File: src/rtl/aes_uart_ctrl.sv
// Sequencer between the UART block receiver, the AES core and the byte-wide UART transmitter.
// Optional AES-wait watchdog with sticky timeout output: define AES_CTRL_TIMEOUT_EN.
module aes_uart_ctrl #(
    parameter int unsigned TIMEOUT_CYCLES = 1000000,
    parameter int unsigned NUM_BYTES      = 16
) (
    input  logic         clk,
    input  logic         rst_n,
    input  logic         rx_valid,
    input  logic [127:0] rx_data,
    input  logic         rekey,
    output logic [127:0] aes_key,
    output logic [127:0] aes_in,
    output logic         aes_start,
    input  logic         aes_done,
    input  logic [127:0] aes_out,
    input  logic         tx_ready,
    output logic         tx_valid,
    output logic [7:0]   tx_byte,
    output logic         key_loaded,
    output logic         busy,
    output logic         overrun
`ifdef AES_CTRL_TIMEOUT_EN
    ,
    output logic         timeout
`endif
);

    typedef enum logic [2:0] {
        S_KEY_WAIT,
        S_DATA_WAIT,
        S_START,
        S_AES_WAIT,
        S_TX
    } state_e;

    localparam logic [3:0] LAST_CNT = 4'(NUM_BYTES - 1);

    state_e       state_q, state_d;
    logic [127:0] key_q, key_d;
    logic [127:0] din_q, din_d;
    logic [127:0] res_q, res_d;
    logic [3:0]   cnt_q, cnt_d;
    logic         key_loaded_q, key_loaded_d;
    logic         overrun_q, overrun_d;
    logic         busy_q, busy_d;
    logic         start_q, start_d;
    logic         tx_prev_q, tx_prev_d;
    logic         tx_fire;
`ifdef AES_CTRL_TIMEOUT_EN
    logic [31:0]  wd_q, wd_d;
    logic         timeout_q, timeout_d;
`endif

    always_comb begin
        // NOTE: every signal assigned below gets a default first, so no path leaves one unassigned (no latches).
        state_d      = state_q;
        key_d        = key_q;
        din_d        = din_q;
        res_d        = res_q;
        cnt_d        = cnt_q;
        key_loaded_d = key_loaded_q;
        overrun_d    = overrun_q;
        tx_fire      = 1'b0;
`ifdef AES_CTRL_TIMEOUT_EN
        timeout_d    = timeout_q;
        wd_d         = (state_q == S_AES_WAIT) ? wd_q + 32'd1 : 32'd0;
`endif

        case (state_q)
            S_KEY_WAIT: begin
                if (rx_valid) begin
                    key_d        = rx_data;
                    key_loaded_d = 1'b1;
                    state_d      = S_DATA_WAIT;
                end
            end
            S_DATA_WAIT: begin
                // rekey takes priority; a coincident block is dropped silently
                if (rekey) begin
                    key_loaded_d = 1'b0;
                    state_d      = S_KEY_WAIT;
                end else if (rx_valid) begin
                    din_d   = rx_data;
                    state_d = S_START;
                end
            end
            S_START: state_d = S_AES_WAIT;
            S_AES_WAIT: begin
                if (aes_done) begin
                    res_d   = aes_out;
                    cnt_d   = 4'd0;
                    state_d = S_TX;
                end
`ifdef AES_CTRL_TIMEOUT_EN
                else if (wd_q == 32'(TIMEOUT_CYCLES - 1)) begin
                    timeout_d = 1'b1;
                    state_d   = S_DATA_WAIT;
                end
`endif
            end
            S_TX: begin
                // back-to-back pulses are suppressed so the transmitter can drop tx_ready
                if (tx_ready && !tx_prev_q) begin
                    tx_fire = 1'b1;
                    cnt_d   = cnt_q + 4'd1;
                    if (cnt_q == LAST_CNT) state_d = S_DATA_WAIT;
                end
            end
            default: state_d = S_KEY_WAIT;
        endcase

        if (rx_valid && (state_q inside {S_START, S_AES_WAIT, S_TX})) overrun_d = 1'b1;

        start_d   = (state_q == S_START);
        busy_d    = !(state_d inside {S_KEY_WAIT, S_DATA_WAIT});
        tx_prev_d = tx_fire;
    end

    always_ff @(posedge clk) begin
        // NOTE: sequential state uses non-blocking assignments only; the 128-bit data registers are reset too, since their values are visible on the ports.
        if (!rst_n) begin
            state_q      <= S_KEY_WAIT;
            key_q        <= '0;
            din_q        <= '0;
            res_q        <= '0;
            cnt_q        <= '0;
            key_loaded_q <= 1'b0;
            overrun_q    <= 1'b0;
            busy_q       <= 1'b0;
            start_q      <= 1'b0;
            tx_prev_q    <= 1'b0;
        end else begin
            state_q      <= state_d;
            key_q        <= key_d;
            din_q        <= din_d;
            res_q        <= res_d;
            cnt_q        <= cnt_d;
            key_loaded_q <= key_loaded_d;
            overrun_q    <= overrun_d;
            busy_q       <= busy_d;
            start_q      <= start_d;
            tx_prev_q    <= tx_prev_d;
        end
    end

`ifdef AES_CTRL_TIMEOUT_EN
    always_ff @(posedge clk) begin
        if (!rst_n) begin
            wd_q      <= '0;
            timeout_q <= 1'b0;
        end else begin
            wd_q      <= wd_d;
            timeout_q <= timeout_d;
        end
    end

    assign timeout = timeout_q;
`endif

    assign aes_key    = key_q;
    assign aes_in     = din_q;
    assign aes_start  = start_q;
    assign key_loaded = key_loaded_q;
    assign busy       = busy_q;
    assign overrun    = overrun_q;
    assign tx_valid   = tx_fire;
    // byte index counts from the MSB end: 15 - cnt is the bitwise inverse of cnt
    assign tx_byte    = res_q[{~cnt_q, 3'b000} +: 8];

endmodule

File: config.mk
export PLATFORM = sky130hd
export DESIGN_NAME = aes_uart_ctrl
export DESIGN_NICKNAME = d
export VERILOG_FILES = /design/src/rtl/aes_uart_ctrl.sv
export SDC_FILE = /design/constraint.sdc
export NUM_CORES = 1
export LEC_CHECK = 0
export CORE_AREA = 2 2 204 206
export DETAILED_ROUTE_END_ITERATION = 16
export DIE_AREA = 0 0 206 208
export PLACE_DENSITY = 0.68
export SKIP_LAST_GASP = 1
export SLEW_MARGIN = 10
export SYNTH_ARGS = -nofsm -noshare
export SYNTH_HDL_FRONTEND = slang
export SYNTH_SLANG_ARGS = --single-unit
File: constraint.sdc
create_clock -name clk -period 1.8 [get_ports clk]
set_input_delay 0.27 -clock clk [delete_from_list [all_inputs] [get_ports clk]]
set_output_delay 0.27 -clock clk [all_outputs]
set_load 0.005 [all_outputs]
==> results <==
- For this run, the post-layout net count is 2615.
- The number of buffers added to fix hold violations after cts is 0.
- Summing internal, switching and leakage power gives 21.4 mW.
- Synthesis inferred 396 register bits.
- The congestion estimate from routability-driven global placement came to 0.891.
- The number of enable-type register cells in the synthesized netlist is 0.
- The longest clock path from root to sink contains 3 buffers.
- Setup violations remaining at the end of the flow were counted as 9.
- Using the TritonRoute via totals, the vias-per-cell ratio works out to 5.23.
- The startpoint identified for the worst hold timing path is aes_out[60].
- The clock latency at the later pin of the worst-skew pair is 0.56 ns.
- The net count after synthesis is ~2100.
- The final wirelength is 56.1 mm.
- The floorplan step defined a core boundary enclosing roughly 0.04 mm^2.
- Summing the sequential cell areas from Yosys gives between 50% and 60% of the chip area.
- The worst setup margin is -0.567 ns.
- The worst setup slack for register-to-register paths is between 0.1 and 0.15 ns.
- At the worst endpoint, the required time is 1.53 ns.
- The post-detailed-route DRC marker count is 0.
- The classification of the worst-slack hold path is input port to register.
- The startpoint identified for the worst register-to-register timing path is state_q[1].
- The tree is rooted in a sky130_fd_sc_hd__clkbuf_16.
- The share of the clock period used by the worst path is 131%.
- The die boundary height is 208 um.
- The TritonCTS clock tree is done.
- The total overflow reported by the global router is 0.
- The synthesized area per cell is a little over 8 um^2.
- For this run, the total global-route usage over all layers was measured as 25.1%.
- Traced cell by cell, the critical path runs through buf_12 -> mux4_2 -> mux2i_2 -> o22ai_2 -> buf_2.
- After legalization and detailed placement, the total HPWL measured 40.8 mm.
- The start point of the critical path is cnt_q[1].
- The routed layout has 15300 vias.
- The synthesized netlist contains 40 unique library cells.
- The cell area after technology mapping is 0.0152 mm^2.
- The worst setup path is launched from a register.
- Setup repair after global routing could not meet its margin everywhere.
- The final reports fail on negative setup slack.
- Once the floorplan was initialized, standard cells occupied 37.4% of the core.
- Clock-pin slew was measured on the worst setup and hold paths at 0.07 ns.
- The element type at the critical path end is an output port.
- The power density relative to cell area is 913 mW/mm^2.
- The most common cell in the synthesized netlist is sky130_fd_sc_hd__nand2_1.
- Per report_power, the clock group accounts for 43.5% of the total.
- The flow ran to the end, but the final reports show violations.
- The initial antenna violation count is 13.
- For this run, the detailed router's first-pass iteration total came to 7.
- After detailed routing, the average wire length per cell comes to 19.2 um.
- The peak supply drop is approximately 0.53 mV.
- During synthesis, Yosys emitted a total of 0 warnings.
- The global-route wire length before repair is 84.7 mm.
- At the pin with the least slew margin, the transition time is a little over 0.5 ns.
- The net switching power is 5.13 mW.
- The path type of the worst setup path is register to output port.
- The number of nets still failing antenna checks after routing is 0.
- In the final layout, the share of cells above drive strength 1 is 11.0%.
- Counting the buffers created by CTS gives 42.
- The share of the synthesized area in the top cell type is 52.3%.
- The worst hold path terminates at res_q[60].
- Buffers placed on the I/O ports in this run total 530.
- On the worst path, the slowest cell contributes a delay of 0.52 ns.
- The largest net degree at the start of global routing is slightly below 90.
- The largest total area in the synthesized netlist belongs to sky130_fd_sc_hd__dfxtp_1.
- In this run switching power makes up 24.0% of total power.
- The worst hold path was traced through 3 stages.
- The combinational share of power is about an eighth.
- The headroom to the max-slew limit is 65.4%.
- The reported max-cap violation count is 0.
- The internal power summed over all cells is 16.2 mW.
- The total I/O pin count is around 530.
- The smallest clock period supported by the final layout is computed as roughly 2.4 ns.
- The detailed router finished its first iteration with between 1000 and 1500 violations.
- Sequential cells burn 43.3% of the power.
- The endpoint of the lowest-slack register-to-register path is aes_in[78].
- The final-report max-slew violation count is 0.
- The leading register cell type out of synthesis is sky130_fd_sc_hd__dfxtp_1.
- The floorplan has 74 rows.
- Data arrives at the worst endpoint at around 2.1 ns.
- After synthesis, the cell types taking the most area are sky130_fd_sc_hd__dfxtp_1 (52%), sky130_fd_sc_hd__a21oi_1 (13%), sky130_fd_sc_hd__nand2_1 (13%).
- The worst-case clock skew is 0.0235 ns.
- In this run the worst path has a maximum fanout of 6.
- By count the netlist is led by sky130_fd_sc_hd__nand2_1 (516), sky130_fd_sc_hd__dfxtp_1 (396), sky130_fd_sc_hd__a21oi_1 (391), sky130_fd_sc_hd__nand3_1 (130), sky130_fd_sc_hd__o21ai_0 (126).
- The number of global-route vias before repair came to 14700.
- Compared with the post-synthesis result, the final layout area differs by 54.2%.
- The floorplan die width is just over 200 um.
- Synthesis handed over a netlist of 1860 instances.
- The worst-path cell with the longest stage delay is sky130_fd_sc_hd__mux4_2.
- The static leakage is 8.06 nW.
- The post-place setup slack is -0.471 ns.
- The maximum clock frequency is 423 MHz.
- The floorplan die area is 0.0428 mm^2.
- For this run, asynchronously set or reset flops after synthesis account for 0%.
- The CTS sink count is 396.
- The final hold violation count is 0.
- The number of cells on the worst reg-to-reg path is 5.
- The H-tree was split into 2 levels.
routing by layer:
layer	track usage (%)	wire length, um	vias to the layer above	part of all wire, %
met5	0	16	-	0.029
li1	-	-	7343	-
met4	10.2	1820	2	3.2
met1	31.0	22400	7245	40
met3	5.06	4220	95	7.5
met2	42.6	27600	632	49
kinds of logic after synthesis:
group,synth area share (%)
compound gates,18.9
fa+ha+maj,0.0825
buf+inv,5.12
flops,52.3
mux,5.28
simple gates,18.3
placed cells by master (no fill, tap or decap), drive strengths merged, types with 2 or more instances in the layout:
| cell | count |
|---|---|
| clkdlybuf4s50 | 519 |
| nand2 | 516 |
| dfxtp | 396 |
| a21oi | 391 |
| nand3 | 130 |
| o21ai | 129 |
| buf | 101 |
| clkbuf | 55 |
| mux2 | 32 |
| mux4 | 16 |
| o22ai | 16 |
| diode | 12 |
| clkinv | 9 |
| o221ai | 8 |
| mux2i | 8 |
| bufinv | 7 |
| nand2b | 7 |
| inv | 5 |
| o31ai | 4 |
| nor3b | 3 |
| nand4b | 2 |
| or4 | 2 |
| o211ai | 2 |
| or3b | 2 |
| clkinvlp | 2 |
| dlygate4sd2 | 2 |
| nor2b | 2 |
| nor2 | 2 |
through the flow:
stage | setup TNS, ns | hold WS [ns] | std cells | area, um^2 | utilization, %
after global routing | -4.69 | 0.263 | 2925 | 23400 | 57.7
after global placement | -18.70 | 0.440 | 2832 | 21600 | 53.3
final | -4.33 | 0.251 | 2927 | 23400 | 57.7
after detailed placement | -21.53 | 0.444 | 2832 | 21600 | 53.3
after floorplan | 0 | 0.388 | 1860 | 15200 | -
after CTS | -4.91 | 0.233 | 2913 | 23300 | 57.4
sequential cells by signal, indices dropped and copies added (netlist names):
name / cells
aes_in: 128
aes_start: 1
cnt_q: 4
tx_prev_q: 1
state_q: 3
res_q: 128
overrun: 1
key_loaded: 1
busy: 1
aes_key: 128
worst max-delay path, delay by kind of cell (launching register included):
family                 cells  cell delay, ns
muxes                      2            0.75
AOI/OAI and AO/OA          1            0.12
buffers and inverters      2            0.28
DFF                        1            0.39
layout make-up:
class	instances	area, um^2
diodes	12	30.0
clock buffers	55	1180
clock inverters	20	295
fillers	3527	17200
inverters	3	18.8
multi-input cells	1286	6710
flip-flops and latches	396	7940
well taps	532	666
repair buffers	623	6550
how the worst max path moves through the flow:
| stage | end | slack [ns] | cells past startpoint |
|---|---|---|---|
| 2_1_floorplan | tx_byte[0] | 0.20 | 5 |
| 3_3_place_gp | tx_byte[5] | -0.47 | 5 |
| 4_1_cts | tx_byte[2] | -0.70 | 6 |
| 3_5_place_dp | tx_byte[5] | -0.47 | 5 |
| 6_report | tx_byte[3] | -0.57 | 5 |
| 5_1_grt | tx_byte[5] | -0.60 | 5 |
power by group through the flow:
| stage | combinational (mW) | clock [mW] | sequential (mW) |
|---|---|---|---|
| 6_report | 2.82 | 9.30 | 9.25 |
| 5_1_grt | 3.03 | 9.74 | 9.28 |
| 4_1_cts | 2.83 | 9.41 | 9.25 |
| 3_5_place_dp | 2.81 | 0 | 9.44 |
| 3_3_place_gp | 2.79 | 0 | 9.43 |
| 2_1_floorplan | 0.935 | 0 | 9.45 |
repair_timing:
item                                   in CTS  in global routing
setup endpoints to repair                  11                  9
buffers inserted                            5                  3
endpoints found under the hold margin       0                  0
gates resized for setup                    75                 14
pin swaps                                  12                  9
gates cloned                                2                  0
Power figures use the tool's default switching activity.
